$ cat config.mk
export PLATFORM = sky130hd
export DESIGN_NAME = lattice_result_arbiter
export DESIGN_NICKNAME = d
export VERILOG_FILES = /design/src/rtl/lattice_result_arbiter.sv
export SDC_FILE = /design/constraint.sdc
export NUM_CORES = 1
export LEC_CHECK = 0
export BUFFER_PORTS_ARGS = -buffer_cell sky130_fd_sc_hd__buf_4
export CAP_MARGIN = 20
export CORE_AREA = 2 2 48 50
export CTS_BUF_LIST = sky130_fd_sc_hd__clkbuf_4
export DETAILED_ROUTE_END_ITERATION = 8
export DIE_AREA = 0 0 50 52
export HOLD_SLACK_MARGIN = 0.15
export PLACE_DENSITY = 0.8
export SLEW_MARGIN = 20
export SYNTH_ARGS = -nofsm -noshare
export SYNTH_HDL_FRONTEND = slang
export SYNTH_SLANG_ARGS = --single-unit
$ cat constraint.sdc
create_clock -name clk -period 3.8 [get_ports clk]
set_clock_uncertainty 0.2 [all_clocks]
set_input_delay 0.38 -clock clk [delete_from_list [all_inputs] [get_ports clk]]
set_output_delay 0.38 -clock clk [all_outputs]
set_load 0.01 [all_outputs]
$ cat src/rtl/lattice_result_arbiter.sv
// rtl/lattice_result_arbiter.sv - round-robin arbiter returning the winning lattice core index
// Optional build macro LATTICE_ARB_STOP_EN: halt the search after the first transferred result.
module lattice_result_arbiter #(
    parameter int NCORES  = 4,
    parameter int IDXBITS = 2
) (
    input  logic               clk,
    input  logic               rst,
    input  logic               block_start,
    input  logic [NCORES-1:0]  core_valid,
    input  logic [NCORES-1:0]  core_success,
    input  logic               result_ready,
    output logic               result_valid,
    output logic [IDXBITS-1:0] result_index,
    output logic [7:0]         result_count,
    output logic               dropped,
    output logic               stopped
);

    typedef enum logic {IDLE, GRANT} state_t;

    state_t              state;
    state_t              state_nxt;
    logic [NCORES-1:0]   pending;
    logic [NCORES-1:0]   pending_nxt;
    logic [NCORES-1:0]   succ;
    logic [NCORES-1:0]   clr;
    logic [IDXBITS-1:0]  last_grant;
    logic [IDXBITS-1:0]  pick;
    logic                pick_found;
    logic                xfer;
    logic                drop_evt;
    logic                halted;

`ifdef LATTICE_ARB_STOP_EN
    logic stop_r;
    assign halted  = stop_r;
    assign stopped = stop_r;

    always_ff @(posedge clk or posedge rst) begin
        if (rst)
            stop_r <= 1'b0;
        else if (block_start)
            stop_r <= 1'b0;
        else if (xfer)
            stop_r <= 1'b1;
    end
`else
    assign halted  = 1'b0;
    assign stopped = 1'b0;
`endif

    assign result_valid = (state == GRANT);
    assign xfer         = (state == GRANT) && result_ready;
    assign succ         = core_valid & core_success & {NCORES{~halted}};
    assign clr          = xfer ? (NCORES'(1) << result_index) : '0;
    assign pending_nxt  = (pending & ~clr) | succ;
    // A repeat success for the core being transferred this cycle is simply re-armed, not lost
    assign drop_evt     = |(succ & pending & ~clr);

    // First pending core after the last grant, wrapping at NCORES-1
    always_comb begin : rr_pick
        int                 j;
        logic [IDXBITS-1:0] jj;
        j          = 0;
        jj         = '0;
        pick       = '0;
        pick_found = 1'b0;
        for (int k = 1; k <= NCORES; k++) begin
            j  = (int'(last_grant) + k) % NCORES;
            jj = IDXBITS'(j);
            if (!pick_found && pending[jj]) begin
                pick_found = 1'b1;
                pick       = jj;
            end
        end
    end

    always_comb begin
        state_nxt = state;
        case (state)
            IDLE:    if (pick_found && !halted) state_nxt = GRANT;
            GRANT:   if (result_ready)          state_nxt = IDLE;
            default: state_nxt = IDLE;
        endcase
    end

    always_ff @(posedge clk or posedge rst) begin
        if (rst) begin
            state        <= IDLE;
            pending      <= '0;
            last_grant   <= IDXBITS'(NCORES - 1);
            result_index <= '0;
            result_count <= 8'd0;
            dropped      <= 1'b0;
        end else if (block_start) begin
            state        <= IDLE;
            pending      <= '0;
            result_count <= 8'd0;
            dropped      <= 1'b0;
        end else begin
            state   <= state_nxt;
            pending <= pending_nxt;
            if (drop_evt)
                dropped <= 1'b1;
            if (state == IDLE && state_nxt == GRANT)
                result_index <= pick;
            if (xfer) begin
                last_grant <= result_index;
                if (result_count != 8'hFF)
                    result_count <= result_count + 8'd1;
            end
        end
    end

endmodule

# After elaboration in Yosys (flattened, before gate mapping)
# Index checks and enable logic that the tools add are counted.
# totals
reg_bits,18
word_cells,67
inputBits,12
out_inout_bits,13
# op_classes
n_mux,27
n_reduce_logical,15
add_sub_neg,5
bitwise_logic,8
shift,1
eq_ne,1
order_cmp,4
# ops
cell,n
2-to-1 mux 8 bit,3
bitwise AND 4 bit,4
2-to-1 mux 1 bit,13
"< comparator 2 x 3 -> 1 bit, second input constant",4
"adder 8 x 1 -> 8 bit, second input constant",1
binary-select mux 1 bit (select 2 bit),4
2-to-1 mux 2 bit,4
2-to-1 mux 4 bit,2
"!= test 8 bit, second input constant",1
AND reduction 2 bit,3
nonzero test 2 bit,3
logical AND 1 bit,5
"adder 2 x 1 -> 2 bit, second input constant",2
"adder 2 bit, second input constant",2
inverter 4 bit,1
OR 4 bit,1
OR reduction 4 bit,1
"<< shifter 1 x 2 -> 4 bit, first input constant",1
logical NOT 1 bit,3
inverter 1 bit,2
case mux 1 bit (2 select lines),1

# Logic depth before layout (Yosys ltp)
# Gate-level depths: netlist (run 1).
# depth
word_depth,17
mapped_depth,5
mapped_depth_nobuf,5

# Worst setup path before layout (run 1)
# Ideal clock, no wire load.
# synth_path
kind,reg2reg
start,reg result_count[0]
end,reg result_count[1]
path_buffers,0
setup_ps,121
path_stages_with_launch,6
required_ps,3479
slack_ps,2075
arrival_time_ps,1404
synth_period_minus_slack_ps,1725
cell_sequence,dfrtp_1 -> ha_1 -> nand2_1 -> o31ai_1 -> mux2i_1 -> nor2_1
# synth_via
elab_chain_cells,4
elab_cells_between_ends,7
classes_between,1 x add/sub; 1 x eq/ne; 3 x mux; 2 x reduce/logical
# synth_lines
element,line,source
"start, declared",15,"output logic [7:0] result_count,"
"start signal, assigned",111,result_count <= result_count + 8'd1;
adder 8 x 1 -> 8 bit,111,
2-to-1 mux 8 bit,110,if (result_count != 8'hFF)
2-to-1 mux 8 bit,108,if (xfer) begin
2-to-1 mux 8 bit,96,end else if (block_start) begin
# Parallel ways exist; a longest one is shown, timed or not. The select of a mux whose other input is x is not followed.
# A chain may end at the register's enable or synchronous reset.

# Worst setup path in the final report (run 1)
# Same ends and word-level chain as after synthesis.

==> out/summary.txt, run 1 <==
Total of fill cells in the finished design -> 189
First-pass DRT Iterations -> 4
Part of the Yosys area used for sequential elements -> 46.4%
Leakage Power -> 0.544 nW
Combined global-route utilization of all metal layers -> 16.6%
Required time of the critical path -> 3790 ps
Final-report hold violation count -> 0
Post-DP Area -> 1160 um^2
Cell area after synthesis -> 976 um^2
Residual antenna-violating net count after detailed routing -> 0
CTS tree -> built
Total power density per cell area -> 380 nW/um^2
Count of distinct cell types in the synthesized netlist -> 41
CTS H-tree lvls -> 1
Largest vdd supply drop -> 0.264 mV
Slew HR -> 56.4%
Final setup fails -> 0
Predominant post-synthesis flop cell -> sky130_fd_sc_hd__dfrtp_1
Fraction of final layout cells with drive strength greater than 1 -> 27.3%
GP Congestion -> 0.839
Number of flops mapped to enable cells by yosys -> 0
Destination of the critical timing path -> result_count[1]$_DFFE_PP0P_
Worst R2R End -> result_count[1]$_DFFE_PP0P_
Starting density of the core -> 46.3%
Number of vias after detailed routing -> 864
Clock power frac -> 22.6%
Async set-or-reset flop fraction in the synthesized netlist -> 100%
Largest driver fanout on the critical path -> 5
Start point of the critical path -> result_count[0]$_DFFE_PP0P_
Buffer levels on the longest clock path -> 2
Max-slew violation count -> 0
Period Utilization, post-route -> 47.4%
Post-route cell area -> 1230 um^2
Status -> completed
Global route overflow -> 0
CP bufs+invs -> 0
Tmin final -> 1800 ps
Number of standard-cell rows in the floorplan -> 17
IO Count -> 25
Total core area -> 2110 um^2
Sw frac -> 29.6%
First-pass GRT wire length -> 3300 um
Detailed router's first-iteration violation count -> 13
Die Span X -> 50 um
Cells along the critical path -> ha_1 -> nand2_1 -> o31ai_1 -> mux2i_1 -> nor2_1
Max-Cap Viols -> 0
Slew at the pin closest to its max-slew limit -> 654 ps
Clock tree root buffer cell -> sky130_fd_sc_hd__clkbuf_4
Yosys warning count -> 0
Final net count -> 142
Post-DP HPWL -> 1500 um
Kind of capture point of the worst setup path -> flip-flop
NetSw -> 138 uW
Area Growth Syn to Fin -> 26.0%
Number of buffers added by the clock tree synthesis step -> 3
Mapped Nets -> 113
Category of the most critical setup path -> reg -> reg
Peak clock frequency supported by timing -> 556 MHz
Initial antenna violation count -> 0
Worst reg-to-reg setup slack -> 2000 ps
Number of port buffers -> 23
Clock net sink count -> 18
Relative contribution of combinational cells to total power -> 21.5%
Critical-path top delay cell -> sky130_fd_sc_hd__dfrtp_1
Arrival time of the worst setup path -> 1790 ps
Setup repair after global routing missed its margin -> no
Antenna diode count -> 0
FF+latch count, synth -> 18
Number of stages on the worst setup path -> 5
Reg2Reg Depth -> 5
Crit start category -> flip-flop
Later-pin clock latency in the skew report -> 290 ps
Setup TNS -> 0 ps
Count of unresolved DRC violations after routing -> 0
Average detailed-routed wire length per instance -> 12.7 um
Cell internal power dissipation -> 329 uW
Average footprint of a synthesized cell -> 9.76 um^2
Hold Crit Class -> in -> reg
Total detailed-routing wirelength -> 1980 um
Clock-pin transition on the worst setup and hold timing paths -> 110 ps
Delay of the slowest critical-path stage -> 460 ps
Startpoint of the most critical hold path -> block_start
Share of total power in sequential cells -> 56.0%
Floorplan die height -> 52 um
Area of the die -> 2600 um^2
Cells after Synth -> 100
CTS resizes -> 0
Via count of the first global-routing pass -> 792
Critical R2R Launch -> result_count[0]$_DFFE_PP0P_
Ratio of routed vias to standard cells -> 5.54
Maximum number of pins on one net before global-route repair -> 19
Largest delay share family, worst path -> flip-flops
==> stage by stage <==
step	cells	util [%]	worst slack, ps	power, mW	hold WS, ps
5_1_grt	156	58.4	1900	0.493	164
3_5_place_dp	148	55.1	1990	0.363	323
3_3_place_gp	148	55.1	2030	0.359	320
2_1_floorplan	100	-	2080	0.320	117
6_report	156	58.4	2000	0.467	159
4_1_cts	156	58.4	2000	0.471	153
==> cell usage in the layout (no fill, tap or decap), types with 3 or more instances in the layout <==
cell type	count
sky130_fd_sc_hd__buf_4	23
sky130_fd_sc_hd__dfrtp_1	16
sky130_fd_sc_hd__a21oi_1	8
sky130_fd_sc_hd__nand2_1	8
sky130_fd_sc_hd__nor2_1	7
sky130_fd_sc_hd__inv_1	5
sky130_fd_sc_hd__nor3_1	4
sky130_fd_sc_hd__o21ai_0	4
sky130_fd_sc_hd__o31ai_1	4
sky130_fd_sc_hd__clkbuf_4	4
sky130_fd_sc_hd__dlygate4sd3_1	4
sky130_fd_sc_hd__nand3_1	3
==> sequential cells by signal, summed over array words and instances (netlist names) <==
register / count
result_valid: 1
pending: 4
dropped: 1
result_count: 8
last_grant: 2
result_index: 2
==> synthesized netlist by cell type (all sizes together), types with 3 or more instances <==
master / number / area share, %
a21oi: 8 / 4.1
buf: 3 / 2.4
dfrtp: 16 / 41
inv: 5 / 1.9
nand2: 8 / 3.1
nand3: 3 / 1.5
nor2: 7 / 2.7
nor3: 4 / 2.1
o21ai: 4 / 2.1
o31ai: 4 / 3.1
==> worst register-to-register path, cell delays in order (launching register included) <==
cell and delay (ps):
sky130_fd_sc_hd__dfrtp_1 460, sky130_fd_sc_hd__ha_1 250, sky130_fd_sc_hd__nand2_1 120, sky130_fd_sc_hd__o31ai_1 390, sky130_fd_sc_hd__mux2i_1 230, sky130_fd_sc_hd__nor2_1 50
==> per-layer routing <==
metal,wire length (um),vias up,global-route usage [%]
li1,-,437,-
met1,941,402,22.3
met2,950,23,27.0
met3,64,2,1.72
met4,20,0,7.87
met5,0,-,0
==> area by class of cell <==
class                           count  area, um^2  area share, %
Clock buffer                        4        30.0           2.44
Inverter                            5        18.8           1.53
Multi-Input combinational cell     74         480           39.1
Sequential cell                    18         453           36.8
Tap cell                           28        35.0           2.85
Timing Repair Buffer               27         213           17.3
==> power by group through the flow <==
stage                     combinational [mW]  sequential [mW]  clock, mW
final                                  0.100            0.261      0.105
after global placement                0.0959            0.263          0
after detailed placement              0.0978            0.265          0
after global routing                   0.112            0.267      0.114
after CTS                              0.102            0.261      0.108
after floorplan                       0.0596            0.260          0
==> what timing repair did <==
action / 4_1_cts / 5_1_grt
setup buffers: 0 / 0
hold buffers: 4 / 0
hold endpoints to repair: 18 / 0
==> cell families after synthesis <==
family / after synthesis / synth area share, %
buffers and inverters: 8 / 4.36
DFF: 18 / 46.4
and+or+nand+nor: 37 / 21.5
adders and majority gates: 1 / 1.28
xor gates and xnor gates: 2 / 1.80
AOI/OAI and AO/OA: 29 / 19.9
other: 1 / 0.384
muxes: 4 / 4.36
==> worst min path at each step <==
stage | to | slack [ps] | depth (start not counted)
after floorplan | dropped$_DFFE_PP0P_ | 120 | 1
after global placement | result_count[0]$_DFFE_PP0P_ | 320 | 2
after detailed placement | result_count[1]$_DFFE_PP0P_ | 320 | 2
after CTS | pending[1]$_DFF_PP0_ | 150 | 3
after global routing | pending[1]$_DFF_PP0_ | 160 | 3
final | result_count[6]$_DFFE_PP0P_ | 160 | 2
Power figures use the tool's default switching activity.
==> inputs of run 2 (changes only) <==
--- a/config.mk
+++ b/config.mk
@@ -7,10 +7,10 @@
 export LEC_CHECK = 0
 export BUFFER_PORTS_ARGS = -buffer_cell sky130_fd_sc_hd__buf_4
 export CAP_MARGIN = 20
-export CORE_AREA = 2 2 48 50
+export CORE_AREA = 2 2 49 51
 export CTS_BUF_LIST = sky130_fd_sc_hd__clkbuf_4
 export DETAILED_ROUTE_END_ITERATION = 8
-export DIE_AREA = 0 0 50 52
+export DIE_AREA = 0 0 51 53
 export HOLD_SLACK_MARGIN = 0.15
 export PLACE_DENSITY = 0.8
 export SLEW_MARGIN = 20
==> constraint.sdc (replaced) <==
create_clock -name clk -period 1.6 [get_ports clk]
set_clock_uncertainty 0.2 [all_clocks]
set_input_delay 0.16 -clock clk [delete_from_list [all_inputs] [get_ports clk]]
set_output_delay 0.16 -clock clk [all_outputs]
set_load 0.01 [all_outputs]
==> out/summary.txt, run 2 (synthesized netlist as in run 1, its figures left out) <==
Max FFs per register -> 8
Final worst hold slack -> 3.08 ps
Startpoint of the most critical hold path -> block_start
Crit start category -> flip-flop
Setup slack after placement -> -15.9 ps
CTS tree -> built
Final WS setup -> 13.0 ps
Die Span X -> 51 um
Clock net sink count -> 18
Kind of capture point of the worst setup path -> flip-flop
Residual antenna-violating net count after detailed routing -> 0
Maximum number of pins on one net before global-route repair -> 16
Total detailed-routing wirelength -> 2700 um
Area Growth Syn to Fin -> 55.3%
Largest vdd supply drop -> 0.579 mV
Initial antenna violation count -> 0
Number of buffers added to fix hold violations after cts -> 13
Largest driver fanout on the critical path -> 5
Count of unresolved DRC violations after routing -> 0
Peak clock frequency supported by timing -> 630 MHz
Total power density per cell area -> 765 nW/um^2
Cells along the critical path -> ha_2 -> inv_1 -> nor3_2 -> or3_2 -> a21oi_2
IO Count -> 25
Most flop-heavy register -> result_count
Leakage Power -> 0.667 nW
Uppermost signal routing layer after detailed routing -> met4
Arrival time of the worst setup path -> 1610 ps
Required time of the critical path -> 1620 ps
Finished Layout Cells -> 183
Area of the die -> 2700 um^2
Delay of the slowest critical-path stage -> 420 ps
Number of vias after detailed routing -> 1,019
Period Utilization, post-route -> 99.2%
CTS H-tree lvls -> 1
Starting density of the core -> 45.4%
Post-DP HPWL -> 1860 um
Floorplan die height -> 53 um
Buffer levels on the longest clock path -> 2
Storage element area -> 455 um^2
Most common library cell in the layout ignoring fill and taps -> sky130_fd_sc_hd__buf_4
Max-Cap Viols -> 0
GP Congestion -> 0.833
Combined global-route utilization of all metal layers -> 21.0%
Clock tree root buffer cell -> sky130_fd_sc_hd__clkbuf_4
Number of port buffers -> 23
Combined area of the multi-input logic cells -> 542 um^2
Final-report hold violation count -> 0
Most frequent cells in the layout -> sky130_fd_sc_hd__buf_4 (41), sky130_fd_sc_hd__dfrtp_1 (14), sky130_fd_sc_hd__dlygate4sd3_1 (13), sky130_fd_sc_hd__nor2_1 (7), sky130_fd_sc_hd__nand2_1 (6)
Number of buffers added by the clock tree synthesis step -> 3
Setup repair after global routing missed its margin -> yes
Tmin final -> 1590 ps
Final setup fails -> 0
Critical R2R Launch -> result_count[0]$_DFFE_PP0P_
Status -> completed
DRT met1 WL -> 1080 um
Ratio of routed vias to standard cells -> 5.57
Antenna diode count -> 0
Met3 wire len -> 157 um
Global route overflow -> 0
Fraction of final layout cells with drive strength greater than 1 -> 43.2%
Clock-pin transition on the worst setup and hold timing paths -> 110 ps
First-pass GRT wire length -> 4240 um
Max-slew violation count -> 0
Final net count -> 169
Category of the most critical setup path -> reg -> reg
Total of fill cells in the finished design -> 174
WL met2 -> 1420 um
Placed cells -> 163
Total core area -> 2150 um^2
Average detailed-routed wire length per instance -> 14.7 um
Later-pin clock latency in the skew report -> 290 ps
Critical-path top delay cell -> sky130_fd_sc_hd__dfrtp_2
Number of standard-cell rows in the floorplan -> 17
Hold Crit Class -> in -> reg
Final cell utilization of the core -> 70.5%
Detailed router's first-iteration violation count -> 21
Via count of the first global-routing pass -> 940
Start point of the critical path -> result_count[0]$_DFFE_PP0P_
Biggest regs -> result_count: 8 flops, pending: 4 flops
First-pass DRT Iterations -> 4
==> run 2: changes by cell type in the layout (fill, tap and decap cells not counted), sizes merged <==
cell / delta
buf: +18
clkbuf: -1
clkinv: +1
dlygate4sd3: +9
==> run 2: layer usage <==
metal  vias up  global-route usage, %
li1        488                      -
met1       486                   25.2
met2        39                   37.2
met3         6                   3.11
met4         0                   9.46
met5         -                      0
==> run 2: path summary, 6_finish.rpt <==
path | end | slack [ps] | depth (start not counted)
worst max register to register | result_count[3]$_DFFE_PP0P_ | 10 | 5
min in group asynchronous | result_count[7]$_DFFE_PP0P_ | 250 | 4
max in group asynchronous | result_count[3]$_DFFE_PP0P_ | 340 | 4
worst min register to register | dropped$_DFFE_PP0P_ | 400 | 2
worst max-delay path | result_count[3]$_DFFE_PP0P_ | 10 | 5
worst min-delay path | result_index[1]$_DFFE_PP0P_ | 3 | 3
==> run 2: repair_timing <==
item / 4_1_cts / 5_1_grt
pin swaps: 0 / 4
endpoints found under the hold margin: 34 / 16
resized for setup: 1 / 12
buffers inserted: 1 / 2
endpoints found under the setup margin: 2 / 6
==> run 2: cell type report <==
type                            instances  area share, %
Multi-Input combinational cell         74           35.8
Sequential cell                        18           30.1
Timing Repair Buffer                   54           28.9
Tap cell                               28           2.31
Clock buffer                            3           1.49
Inverter                                5           1.24
Clock inverter                          1          0.248
==> run 2: worst max-delay path: cells and delay by family, from the launching register on <==
kind	cells	cell delay, ps
flops	1	420
compound gates	1	130
fa+ha+maj	1	210
simple gates	2	470
buf+inv	1	70
==> run 2: where the power goes <==
group,total [mW],internal [mW],switching [mW]
Sequential,0.619,0.531,0.0875
Combinational,0.311,0.178,0.133
Clock,0.229,0.0906,0.139
==> run 2: metrics by stage <==
step                      power (mW)  TNS (ps)  cell area [um^2]
final                           1.16         0              1520
after global routing            1.21      -111              1520
after CTS                       1.15         0              1450
after detailed placement       0.895     -26.3              1280
after global placement         0.879     -14.4              1280
after floorplan                0.763      -124               985
